## src/rtl/blob_centroid_tracker.sv

```systemverilog
`default_nettype none
// ============================================================================
// Module   : blob_centroid_tracker
// Purpose  : Accumulates the coordinates of masked pixels over a frame and,
//            at end of frame, divides the coordinate sums by the pixel count
//            with two bit-serial restoring dividers to report the blob
//            centroid and area.
// Options  : define CENTROID_SMOOTH_EN to average each new centroid with the
//            previously reported one.
// Revision : 1.0 - initial release
// ============================================================================
module blob_centroid_tracker #(
  parameter  int HRES   = 320,
  parameter  int VRES   = 180,
  localparam int HWIDTH = $clog2(HRES),
  localparam int VWIDTH = $clog2(VRES),
  localparam int AWIDTH = $clog2(HRES * VRES)
) (
  input  logic              clk_in,
  input  logic              rst_in,
  input  logic [HWIDTH-1:0] hcount_in,
  input  logic [VWIDTH-1:0] vcount_in,
  input  logic              mask_in,
  input  logic              valid_in,
  input  logic              frame_done_in,
  output logic [HWIDTH-1:0] x_out,
  output logic [VWIDTH-1:0] y_out,
  output logic [AWIDTH-1:0] area_out,
  output logic              valid_out,
  output logic              busy_out,
  output logic              drop_out
);

  localparam int SXW = HWIDTH + AWIDTH;   // sum_x width
  localparam int SYW = VWIDTH + AWIDTH;   // sum_y width
  localparam int NB  = SXW;               // dividend width / divide cycles
  localparam int STW = $clog2(NB);        // divide step counter width

  typedef enum logic [1:0] {
    ST_ACCUM  = 2'd0,
    ST_DIVIDE = 2'd1,
    ST_EMIT   = 2'd2
  } state_t;

  state_t r_state;
  state_t w_state_next;

  // Running accumulators for the frame currently being received
  logic [SXW-1:0]    r_sum_x;
  logic [SYW-1:0]    r_sum_y;
  logic [AWIDTH-1:0] r_count;

  // Divider registers: the dividend shifts out at the top while quotient
  // bits shift in at the bottom, so after NB steps it holds the quotient.
  logic [NB-1:0]     r_quo_x;
  logic [NB-1:0]     r_quo_y;
  logic [AWIDTH-1:0] r_rem_x;
  logic [AWIDTH-1:0] r_rem_y;
  logic [AWIDTH-1:0] r_den;
  logic [STW-1:0]    r_step;

  // Output registers
  logic [HWIDTH-1:0] r_x;
  logic [VWIDTH-1:0] r_y;
  logic [AWIDTH-1:0] r_area;
  logic              r_valid;
  logic              r_drop;
`ifdef CENTROID_SMOOTH_EN
  logic              r_have_prev;
`endif

  // Pixel qualification and next accumulator values (pixel included)
  logic              w_in_range;
  logic              w_sat;
  logic              w_pix;
  logic [SXW-1:0]    w_sx_nxt;
  logic [SYW-1:0]    w_sy_nxt;
  logic [AWIDTH-1:0] w_cnt_nxt;
  logic              w_close;
  logic              w_drop_evt;

  assign w_in_range = (32'(hcount_in) < HRES) && (32'(vcount_in) < VRES);
  // A saturated count freezes the whole frame's statistics
  assign w_sat      = &r_count;
  assign w_pix      = valid_in & mask_in & w_in_range & ~w_sat;
  assign w_sx_nxt   = w_pix ? (r_sum_x + SXW'(hcount_in)) : r_sum_x;
  assign w_sy_nxt   = w_pix ? (r_sum_y + SYW'(vcount_in)) : r_sum_y;
  assign w_cnt_nxt  = w_pix ? (r_count + AWIDTH'(1)) : r_count;
  assign w_close    = frame_done_in & (r_state == ST_ACCUM);
  assign w_drop_evt = frame_done_in & (r_state != ST_ACCUM);

  // One restoring-division step for each axis
  logic [AWIDTH:0]   w_trial_x, w_trial_y;
  logic [AWIDTH:0]   w_diff_x, w_diff_y;
  logic              w_ge_x, w_ge_y;
  logic [AWIDTH-1:0] w_rem_x_nxt, w_rem_y_nxt;
  logic [NB-1:0]     w_quo_x_nxt, w_quo_y_nxt;
  logic              w_last_step;

  assign w_trial_x   = {r_rem_x, r_quo_x[NB-1]};
  assign w_trial_y   = {r_rem_y, r_quo_y[NB-1]};
  assign w_diff_x    = w_trial_x - {1'b0, r_den};
  assign w_diff_y    = w_trial_y - {1'b0, r_den};
  assign w_ge_x      = (w_trial_x >= {1'b0, r_den});
  assign w_ge_y      = (w_trial_y >= {1'b0, r_den});
  // The remainder stays below the divisor, so AWIDTH bits always suffice
  assign w_rem_x_nxt = w_ge_x ? w_diff_x[AWIDTH-1:0] : w_trial_x[AWIDTH-1:0];
  assign w_rem_y_nxt = w_ge_y ? w_diff_y[AWIDTH-1:0] : w_trial_y[AWIDTH-1:0];
  assign w_quo_x_nxt = {r_quo_x[NB-2:0], w_ge_x};
  assign w_quo_y_nxt = {r_quo_y[NB-2:0], w_ge_y};
  assign w_last_step = (r_state == ST_DIVIDE) && (r_step == STW'(NB - 1));

  // Final quotients and their average with the currently reported centroid
  logic [HWIDTH-1:0] w_xq;
  logic [VWIDTH-1:0] w_yq;
  logic [HWIDTH:0]   w_x_sum;
  logic [VWIDTH:0]   w_y_sum;

  assign w_xq    = w_quo_x_nxt[HWIDTH-1:0];
  assign w_yq    = w_quo_y_nxt[VWIDTH-1:0];
  assign w_x_sum = {1'b0, r_x} + {1'b0, w_xq};
  assign w_y_sum = {1'b0, r_y} + {1'b0, w_yq};

  // State register
  always_ff @(posedge clk_in) begin
    if (rst_in) r_state <= ST_ACCUM;
    else        r_state <= w_state_next;
  end

  // Next-state logic: empty frames skip the divider entirely
  always_comb begin
    w_state_next = r_state;
    case (r_state)
      ST_ACCUM:  if (frame_done_in)
                   w_state_next = (w_cnt_nxt != '0) ? ST_DIVIDE : ST_EMIT;
      ST_DIVIDE: if (w_last_step) w_state_next = ST_EMIT;
      ST_EMIT:   w_state_next = ST_ACCUM;
      default:   w_state_next = ST_ACCUM;
    endcase
  end

  // Accumulators: any frame_done clears them; the next frame starts at once
  always_ff @(posedge clk_in) begin
    if (rst_in || frame_done_in) begin
      r_sum_x <= '0;
      r_sum_y <= '0;
      r_count <= '0;
    end else begin
      r_sum_x <= w_sx_nxt;
      r_sum_y <= w_sy_nxt;
      r_count <= w_cnt_nxt;
    end
  end

  // Divider: load the closing frame's totals, then shift one bit per cycle
  always_ff @(posedge clk_in) begin
    if (rst_in) begin
      r_quo_x <= '0;
      r_quo_y <= '0;
      r_rem_x <= '0;
      r_rem_y <= '0;
      r_den   <= '0;
      r_step  <= '0;
    end else if (w_close) begin
      r_quo_x <= w_sx_nxt;
      r_quo_y <= NB'(w_sy_nxt);
      r_rem_x <= '0;
      r_rem_y <= '0;
      r_den   <= w_cnt_nxt;
      r_step  <= '0;
    end else if (r_state == ST_DIVIDE) begin
      r_quo_x <= w_quo_x_nxt;
      r_quo_y <= w_quo_y_nxt;
      r_rem_x <= w_rem_x_nxt;
      r_rem_y <= w_rem_y_nxt;
      r_step  <= r_step + STW'(1);
    end
  end

  // Result registers, updated on the edge that enters EMIT so that
  // valid_out coincides with the EMIT state
  always_ff @(posedge clk_in) begin
    if (rst_in) begin
      r_x         <= '0;
      r_y         <= '0;
      r_area      <= '0;
      r_valid     <= 1'b0;
      r_drop      <= 1'b0;
`ifdef CENTROID_SMOOTH_EN
      r_have_prev <= 1'b0;
`endif
    end else begin
      r_valid <= 1'b0;
      r_drop  <= w_drop_evt;
      if (w_close && (w_cnt_nxt == '0)) begin
        r_area  <= '0;
        r_valid <= 1'b1;
      end else if (w_last_step) begin
        r_area  <= r_den;
        r_valid <= 1'b1;
`ifdef CENTROID_SMOOTH_EN
        r_have_prev <= 1'b1;
        if (r_have_prev) begin
          r_x <= w_x_sum[HWIDTH:1];
          r_y <= w_y_sum[VWIDTH:1];
        end else begin
          r_x <= w_xq;
          r_y <= w_yq;
        end
`else
        r_x <= w_xq;
        r_y <= w_yq;
`endif
      end
    end
  end

`ifndef CENTROID_SMOOTH_EN
  // The averaging sums only feed the smoothing path
  logic w_unused_sum;
  assign w_unused_sum = ^{w_x_sum, w_y_sum};
`endif

  assign x_out     = r_x;
  assign y_out     = r_y;
  assign area_out  = r_area;
  assign valid_out = r_valid;
  assign drop_out  = r_drop;
  assign busy_out  = (r_state == ST_DIVIDE);

endmodule
`default_nettype wire
```

## config.mk

```make
export PLATFORM = sky130hd
export DESIGN_NAME = blob_centroid_tracker
export DESIGN_NICKNAME = d
export VERILOG_FILES = /design/src/rtl/blob_centroid_tracker.sv
export SDC_FILE = /design/constraint.sdc
export NUM_CORES = 1
export LEC_CHECK = 0
export BUFFER_PORTS_ARGS = -buffer_cell sky130_fd_sc_hd__buf_4
export CORE_UTILIZATION = 45
export DETAILED_ROUTE_END_ITERATION = 10
export PLACE_DENSITY = 0.67
export SKIP_LAST_GASP = 1
export SLEW_MARGIN = 10
export SYNTH_ARGS = -nofsm -noshare
export SYNTH_HDL_FRONTEND = slang
export SYNTH_SLANG_ARGS = --single-unit
```

## constraint.sdc

```tcl
create_clock -name clk_in -period 4.95 [get_ports clk_in]
set_input_delay 0.7425 -clock clk_in [delete_from_list [all_inputs] [get_ports clk_in]]
set_output_delay 0.7425 -clock clk_in [all_outputs]
set_load 0.02 [all_outputs]
```

### Word level (Yosys, flattened, before mapping)

Cells that the tools add are included.

| word-level totals | value |
|---|---|
| register bits after elaboration | 205 |
| input bits | 22 |
| output and inout port bits | 36 |
| logic and storage cells | 66 |

| cells by class | value |
|---|---|
| add/sub/neg operators | 6 |
| magnitude comparators | 4 |
| equality and inequality tests | 4 |
| multiplexer cells | 15 |
| bitwise gates (word level) | 7 |
| reductions and logical operators | 14 |

Operators by type and width:

| cell | count |
|---|---|
| $mux W25 | 3 |
| $mux W24 | 3 |
| $mux W16 | 3 |
| $ge A17 B16 Y1 | 2 |
| $sub A16 B16 Y16 | 2 |
| $add A25 B9 Y25 | 1 |
| $add A24 B8 Y24 | 1 |
| $add A16 B1 Y16 const B | 1 |
| $logic_not A16 Y1 | 1 |
| $reduce_and A16 Y1 | 1 |
| $reduce_bool A16 Y1 | 1 |
| $lt A9 B9 Y1 const B | 1 |
| $lt A8 B8 Y1 const B | 1 |
| $mux W2 | 3 |
| $add A5 B1 Y5 const B | 1 |
| $and A1 B1 Y1 | 5 |
| $eq A5 B5 Y1 const B | 1 |
| $pmux W2 S2 | 1 |
| $reduce_and A2 Y1 | 2 |
| $reduce_bool A2 Y1 | 2 |
| $reduce_or A2 Y1 | 2 |
| $logic_and A1 B1 Y1 | 3 |
| $eq A2 B1 Y1 const B | 1 |
| $logic_not A2 Y1 | 1 |
| other kinds (5) | 7 |

### Longest topological paths before layout

Gate-level depths: netlist of the first run.

| logic depth | value |
|---|---|
| depth in word-level cells | 9 |
| gate-level depth with buffers | 11 |
| gate-level depth less buffers | 11 |

### Least setup slack after synthesis of the first run

OpenSTA, ideal clock, no wires.

| timing | value |
|---|---|
| path type | input to register |
| start | input hcount_in[0] |
| end | register r_quo_x[10] |
| setup time | 0.134 ns |
| arrival | 2.603 ns |
| required time | 4.816 ns |
| setup slack | 2.213 ns |
| cell stages on the path | 10 |
| path buffers | 0 |
| path through | ha_1 > fa_1 > a21o_1 > a21oi_1 > o21bai_1 > a21oi_1 > o21ai_1 > nand3_1 > xor2_1 > o22ai_1 |

| between the ends | value |
|---|---|
| word-level cells in the longest chain between the ends | 6 |
| elaborated cells between the ends (all ways) | 7 |
| those cells by class | add/sub: 1; order compare: 1; mux: 2; bitwise: 2; reduce/logical: 1 |

RTL lines:

| element | line | text |
|---|---|---|
| start, declared | 21 | `input logic [HWIDTH-1:0] hcount_in,` |
| $lt A9 B9 Y1 | 82 | `assign w_in_range = (32'(hcount_in) < HRES) && (32'(vcount_in) < VRES);` |
| $logic_and A1 B1 Y1 | 82 |  |
| $and A1 B1 Y1 (2 in a row) | 85 | `assign w_pix = valid_in & mask_in & w_in_range & ~w_sat;` |
| $mux W25 (*) | 86 | `assign w_sx_nxt = w_pix ? (r_sum_x + SXW'(hcount_in)) : r_sum_x;` |
| $mux W25 (*) | 164 | `end else if (w_close) begin` |
| end signal, assigned | 165 | `r_quo_x <= w_sx_nxt;` |
| end signal, assigned | 172 | `r_quo_x <= w_quo_x_nxt;` |
| end, declared | 55 | `logic [NB-1:0] r_quo_x;` |

Every way passes the cells marked *; elsewhere a longest branch is shown, timed or not.
A chain may end at the register's enable or synchronous reset.

### Worst setup path in the final report of the first run

| timing | value |
|---|---|
| start | register r_den[2] |
| end | register r_rem_x[1] |

| between the ends | value |
|---|---|
| word-level cells in the longest chain between the ends | 2 |

RTL lines:

| element | line | text |
|---|---|---|
| start, declared | 59 | `logic [AWIDTH-1:0] r_den;` |
| start signal, assigned | 169 | `r_den <= w_cnt_nxt;` |
| $ge A17 B16 Y1 | 104 | `assign w_ge_x = (w_trial_x >= {1'b0, r_den});` |
| $mux W16 | 107 | `assign w_rem_x_nxt = w_ge_x ? w_diff_x[AWIDTH-1:0] : w_trial_x[AWIDTH-1:0];` |
| end signal, assigned | 174 | `r_rem_x <= w_rem_x_nxt;` |
| end, declared | 57 | `logic [AWIDTH-1:0] r_rem_x;` |

Every way passes these cells.

==> metrics.sh, run 1 <==
GRT_REMAINING_OVERFLOW=0
MAX-VDD-IR-DROP_uV=288
MAXSLEWHEADROOM_PCT=26.9
TIMING.HOLD.WORST.CLASS='flop to flop'
YS_TYPES=72
YS.FLOP_TYPE='dfxtp_1'
AREA_GROWTH_PCT=13.6
SYNTH.AREA.TOP_CELLS='dfxtp_1, ha_1, nor2_1'
YS_WARN_COUNT=0
PORTBUFFERS=57
RSZ_0062_RAISED_AFTER_GLOBAL_ROUTING='false'
WORST-ENDPOINT-ARRIVAL_NS=3.84
CRIT_REQUIRED_NS=5.35
TIMING.SETUP.TNS_NS=0
NETLIST.AREA_LEADER.SHARE_PCT=39.4
FMAXACHIEVABLE_GHz=0.291
ANTENNA_CELLS_INSERTED=0
GRTUSAGETOTAL_PCT=21.9
FINAL_NET_COUNT=1320
CTSRESIZECOUNT=0
YOSYS_REGISTER_BITS=205
PWR_DENSITY_CELL_nW_PER_UM2=360
SETUP_SLACK_NS=1.52
POST_CTS_SETUP_REPAIR_BUFFER_COUNT=0
IOPINCOUNT=58
WORST-R2R-SETUP-SLACK_NS=1.52
CORE.ROWCOUNT=55
FINAL_PERIOD_MINUS_WORST_SETUP_SLACK_NS=3.43
SETUP_VIOLATIONS=0
POWER.LEAKAGE_uW=0.00441
DPL_WORST_SLACK_NS=1.22
SYNTH.TOP_CELLS.BY_COUNT='dfxtp_1, nor2_1, nand2_1'
CRITPATHKIND='flop to flop'
INITIAL_UTILIZATION_PCT=46.0
CTS_TREE='built'
POST_SYNTH.CELL_AREA_AVG_UM2=8.57
DR.FIRST_ITER.DRC_COUNT=595
ANTENNA_VIOLATIONS_BEFORE_REPAIR=0
FIN_WORST_SKEW_NS=0.0155
DRT-VIAS-PER-INSTANCE=5.73
CTS_INSERTED_BUFFERS=23
CTSHTREEMAXLEVEL=1
TIMING_HOLD_VIOLATIONS_FINAL=0
GRT_MAX_DEGREE=53
LAYOUT.CORE_UTILIZATION_PCT=52.3
FP.DIEW_UM=154
END_KIND='flop'
ROUTED_VIAS=8846
FILLCELLCOUNT=2143
CLOCK-ROOT-BUFFER='clkbuf_16'
SYNTH_TOP_CELL_BY_AREA='dfxtp_1'
CRIT_PATH_START_KIND='flop'
SYN_INST=1216
TIMING.MAX_CAP.VIOLATIONS=0
VIA_COUNT_OF_THE_FIRST_GLOBAL_ROUTING_PASS=8361
HPWL_UM=17800
POST_DRT_WL_PER_CELL_UM=16.9
SYNTH_FP_NETS=1294
SYN_AREA_UM2=10400
YOSYSSEQAREASHARE_PCT=39.4
POST-SYNTH-TOP-COUNT-CELL='dfxtp_1'
PATH_CLK_SLEW_NS=0.06
DIE_AREA_UM2=23800
SYNTH_ENABLE_FLOP_CELLS=0
DP.CELLS=1502
CTS.SINKS=205
ASYNC_RESET_FF_SHARE_PCT=0
CTS-ROOT-TO-SINK-BUFFERS=3
DRCVIOLATIONCOUNT=0
CTS_HOLD_BUF=0
FINAL_LAYOUT_SIZE_SUFFIX_GT1_SHARE_PCT=11.0
INSERTION_DELAY_NS=0.52
WORST-PATH-MAX-FANOUT=21
FINAL-INSTANCE-COUNT-EXCL-FILL=1543
GLOBALPLACE.CONGESTION=0.864
PLACEABLECOREAREA_UM2=22600
DRT_PRE_ANTENNA_ITERS=5
TIGHTESTPINTRANSITION_NS=1.10
ROUTE.FINAL.WIRE_LENGTH_UM=26000
RESULT_OF_THE_RUN='finished clean'
GRT_FIRST_PASS_WIRELENGTH_UM=42700
ANT_NETS=0
FINAL_MIN_PERIOD_OVER_CLOCK_PERIOD_PCT=69.4
DRV_SLEW=0
DIE_Y_UM=154
==> layout make-up <==
class / count / area [µm²] / area share, %
Timing Repair Buffer: 68 / 510 / 4.32
Multi-Input combinational cell: 912 / 5910 / 49.9
Inverter: 32 / 120 / 1.02
Tap cell: 285 / 357 / 3.01
Clock buffer: 29 / 628 / 5.31
Sequential cell: 205 / 4100 / 34.7
Clock inverter: 12 / 203 / 1.71
==> where the power goes <==
part,internal [µW],switching [µW],total [µW]
clock,1170,711,1880
sequential,1680,24.8,1700
combinational,270,410,680
==> per-stage QoR <==
step | power [µW] | instance area, µm² | hold slack, ns
after floorplan | 2260 | 10400 | 0.432
after global placement | 2410 | 11000 | 0.446
after detailed placement | 2410 | 11000 | 0.449
after CTS | 4280 | 11800 | 0.458
after global routing | 4430 | 11800 | 0.476
final | 4260 | 11800 | 0.454
==> critical path: stages, from the launching register on <==
cell	delay, ns
dfxtp_1	0.34
inv_1	0.10
ha_1	0.35
a21oi_1	0.17
o21ai_1	0.17
a311o_1	0.38
a31oi_2	0.23
a21oi_1	0.09
a2111o_1	0.83
nor4b_1	0.33
a311o_1	0.33
==> layer usage <==
layer	wire length [µm]	GRT usage, %
met5	0	0
met1	12600	29.8
met3	1090	2.90
met2	11600	36.0
met4	743	6.90
==> logic make-up (layout without fill, tap and decap cells) <==
| logic type | Yosys count | in the layout | share of synthesized area, % |
|---|---|---|---|
| and+or+nand+nor | 401 | 401 | 18.3 |
| muxes | 34 | 34 | 3.28 |
| xor gates and xnor gates | 84 | 84 | 7.06 |
| buffers and inverters | 99 | 141 | 4.04 |
| adders and majority gates | 56 | 56 | 7.02 |
| DFF | 205 | 205 | 39.4 |
| AOI/OAI and AO/OA | 337 | 337 | 20.9 |
==> path summary, 6_finish.rpt <==
kind	end	start	depth (start not counted)
worst max-delay path	r_rem_x[1]	r_den[2]	10
worst max register to register	r_rem_x[1]	r_den[2]	10
worst min register to register	y_out[3]	y_out[3]	2
worst min-delay path	y_out[3]	y_out[3]	2
==> cell usage in the layout (no fill, tap or decap), types with 4 or more instances in the layout <==
cell type	count
a211oi_1	24
a21boi_0	4
a21o_1	13
a21oi_1	92
a21oi_2	11
a22oi_1	46
a31oi_1	7
a32oi_1	4
and2_1	9
and3_1	15
buf_4	68
bufinv_16	5
clkbuf_16	23
dfxtp_1	205
fa_1	4
ha_1	52
inv_1	31
mux2i_1	33
nand2_1	115
nand2b_1	7
nand3_1	34
nand4_1	21
nor2_1	128
nor2b_1	8
nor3_1	26
nor4b_1	4
o21a_1	5
o21ai_0	41
o21ai_1	7
o21bai_1	7
o22ai_1	45
o31ai_1	6
or3_1	6
xnor2_1	43
xor2_1	41
==> state kept, by name, summed over array words and instances (netlist names), 5 cells and up <==
name and flops:
r_quo_x 25, r_quo_y 25, r_sum_x 25, r_sum_y 24, area_out 16, r_count 16
r_den 16, r_rem_x 16, r_rem_y 16, x_out 9, y_out 8, r_step 5
Power figures use the tool's default switching activity.
==> run 2: changes to the inputs <==
Settings changed: ABC_AREA set to 1, PLACE_DENSITY 0.67 to 0.69.
Clock period 4.95 ns to 2.95 ns, I/O delays scaled along.
==> run 2 against run 1 <==
  * Combinational power decreased by 34%
  * Via count increased by 23%
  * Sequential share of layout area decreased by 3.1 points
  * Sequential power increased by 65%
  * Clock-buffer cell count increased by 5
  * Critical endpoint is now area_out[2]
==> metrics.sh, run 2 <==
GRT_FIRST_PASS_WIRELENGTH_UM=52100
RSZ_0062_RAISED_AFTER_GLOBAL_ROUTING='false'
DIE_AREA_UM2=26000
YS_WARN_COUNT=0
YOSYSSEQAREASHARE_PCT=36.0
MOST_FREQUENT_STANDARD_CELL_IN_THE_LAYOUT_EXCLUDING_FILL_AND_TAP_CELLS='nand2_1'
CTS_INSERTED_BUFFERS=23
FINAL_MIN_PERIOD_OVER_CLOCK_PERIOD_PCT=87.2
GRT_REMAINING_OVERFLOW=0
ROUTE.FINAL.WIRE_LENGTH_UM=31700
DRT_PRE_ANTENNA_ITERS=5
POST-SYNTH-TOP-COUNT-CELL='nand2_1'
SYNTH_TOP_CELL_BY_AREA='dfxtp_1'
REG.LARGEST.LIST='r_quo_x (25), r_quo_y (25), r_sum_x (25)'
YOSYS_REGISTER_BITS=205
WORST-PATH-MAX-FANOUT=16
PATH_CLK_SLEW_NS=0.06
TIMING_HOLD_VIOLATIONS_FINAL=0
SYNTH_ENABLE_FLOP_CELLS=0
POST_CTS_SETUP_REPAIR_BUFFER_COUNT=0
POST_SYNTH.CELL_AREA_AVG_UM2=6.95
IOPINCOUNT=58
POST_DRT_WL_PER_CELL_UM=15.6
TIMING.MAX_CAP.VIOLATIONS=0
GRTUSAGETOTAL_PCT=24.7
PWR_DENSITY_CELL_nW_PER_UM2=469
PLACEABLECOREAREA_UM2=24600
CLOCK-ROOT-BUFFER='clkbuf_16'
FINAL_NET_COUNT=1767
SYN_AREA_UM2=11400
CRITPATHKIND='flop to flop'
CRIT_PATH_START_KIND='flop'
TIMING.HOLD.WORST.CLASS='primary input to flop'
END_KIND='flop'
MOST-COMMON-LAYOUT-CELLS='nand2_1, dfxtp_1, inv_1, nor2_1, a21oi_1'
CTS.SINKS=205
VIA_COUNT_OF_THE_FIRST_GLOBAL_ROUTING_PASS=10380
ROUTED_VIAS=10840
ANTENNA_VIOLATIONS_BEFORE_REPAIR=2
RESULT_OF_THE_RUN='finished clean'
TIGHTESTPINTRANSITION_NS=0.853
CORE.ROWCOUNT=57
FINAL_PERIOD_MINUS_WORST_SETUP_SLACK_NS=2.57
SETUP_VIOLATIONS=0
CTS-ROOT-TO-SINK-BUFFERS=3
DRV_SLEW=0
SYNTH.TOP_CELLS.BY_COUNT='nand2_1, dfxtp_1, nor2_1'
AREA_GROWTH_PCT=14.0
ANT_NETS=0
CTSRESIZECOUNT=0
GRT_MAX_DEGREE=54
MAXSLEWHEADROOM_PCT=43.1
DRCVIOLATIONCOUNT=0
ASYNC_RESET_FF_SHARE_PCT=0
YS_TYPES=44
NETLIST.AREA_LEADER.SHARE_PCT=36.0
INITIAL_UTILIZATION_PCT=46.4
WORST-ENDPOINT-ARRIVAL_NS=2.96
SYNTH.AREA.TOP_CELLS='dfxtp_1, nand2_1, a21oi_1'
TIMING.SETUP.TNS_NS=0
GLOBALPLACE.CONGESTION=0.925
FMAXACHIEVABLE_GHz=0.389
P_TOTAL_uW=6090
POWER.LEAKAGE_uW=0.00549
SYN_INST=1641
PORTBUFFERS=57
SYNTH_FP_NETS=1719
DRT-VIAS-PER-INSTANCE=5.35
DIE_Y_UM=161
CTS_TREE='built'
FP.DIEW_UM=161
MAX-VDD-IR-DROP_uV=345
DR.FIRST_ITER.DRC_COUNT=780
CTSHTREEMAXLEVEL=1
INSERTION_DELAY_NS=0.51
HPWL_UM=22900
ANTENNA_CELLS_INSERTED=0
YS.FLOP_TYPE='dfxtp_1'
FINAL_LAYOUT_SIZE_SUFFIX_GT1_SHARE_PCT=9.45
CRIT_REQUIRED_NS=3.34
FIN_WORST_SKEW_NS=0.0130
CTS_HOLD_BUF=0
## run 2: changes by cell type after synthesis, sizes merged, moves of 24 or more
cell    before  now
a21oi      103  130
mux2i       33    3
nor2       130  178
inv         32  160
a211oi      24    0
nand2      115  441
o21ai       48  100
nand3       34   77
## run 2: through the flow
stage	utilization, %	setup slack (ns)	instances	hold WS (ns)	instance area (µm²)
global route	52.8	0.176	2028	0.195	13000
global placement	49.8	0.400	1988	0.453	12300
floorplan	-	0.761	1641	0.441	11400
finish	52.8	0.377	2028	0.211	13000
CTS	52.8	0.390	2028	0.195	13000
detailed placement	49.8	0.317	1988	0.459	12300
## run 2: final cells by class
cell class / count / area (µm²)
fill: 2448 / 11600
multi-input combinational: 1212 / 6440
sequential: 205 / 4100
timing repair buffer: 85 / 701
clock buffer: 34 / 657
inverter: 162 / 608
tap: 324 / 405
clock inverter: 6 / 80.1
## run 2: report_power, final
group / switching (µW) / internal [µW] / total [µW]
sequential: 15.0 / 2790 / 2800
clock: 1140 / 1700 / 2840
combinational: 312 / 138 / 450
total: 1460 / 4630 / 6090
## run 2: logic make-up (layout without fill, tap and decap cells)
| group | after synthesis | after routing | share of synthesized area (%) |
|---|---|---|---|
| AO/OA/AOI/OAI | 325 | 325 | 16.0 |
| XOR/XNOR | 50 | 50 | 3.84 |
| adder cells (fa/ha/maj) | 56 | 56 | 6.41 |
| buffers and inverters | 224 | 287 | 7.80 |
| flip-flops | 205 | 205 | 36.0 |
| multiplexers | 3 | 3 | 0.263 |
| AND/OR/NAND/NOR | 778 | 778 | 29.7 |
## run 2: per-layer routing
metal  up-vias  global-route usage [%]  part of all wire (%)
met1      4992                    31.5                    45
met2       271                    41.7                    46
met4         2                    10.7                   4.3
met5         -                       0                 0.041
met3        76                    3.24                   4.8
li1       5499                       -                     -
## run 2: worst paths after layout
kind	slack (ns)	start	endpoint	cells after the start
max	0.38	r_count[0]	area_out[2]	15
min	0.21	rst_in	r_quo_x[0]	2
max reg2reg	0.38	r_count[0]	area_out[2]	15
min reg2reg	0.47	r_quo_y[23]	r_quo_y[24]	2
## run 2: critical path, cell delays in order (launching register included)
cell     delay [ns]
dfxtp_1        0.42
ha_1           0.30
nand3_2        0.14
inv_2          0.11
nand2_4        0.06
nor2_4         0.14
nor2_4         0.10
buf_4          0.16
nand2_1        0.06
nand2_1        0.06
nor2_1         0.10
nand2_1        0.07
nor2_2         0.12
nand3_2        0.15
nand2_4        0.37
nor2_1         0.08
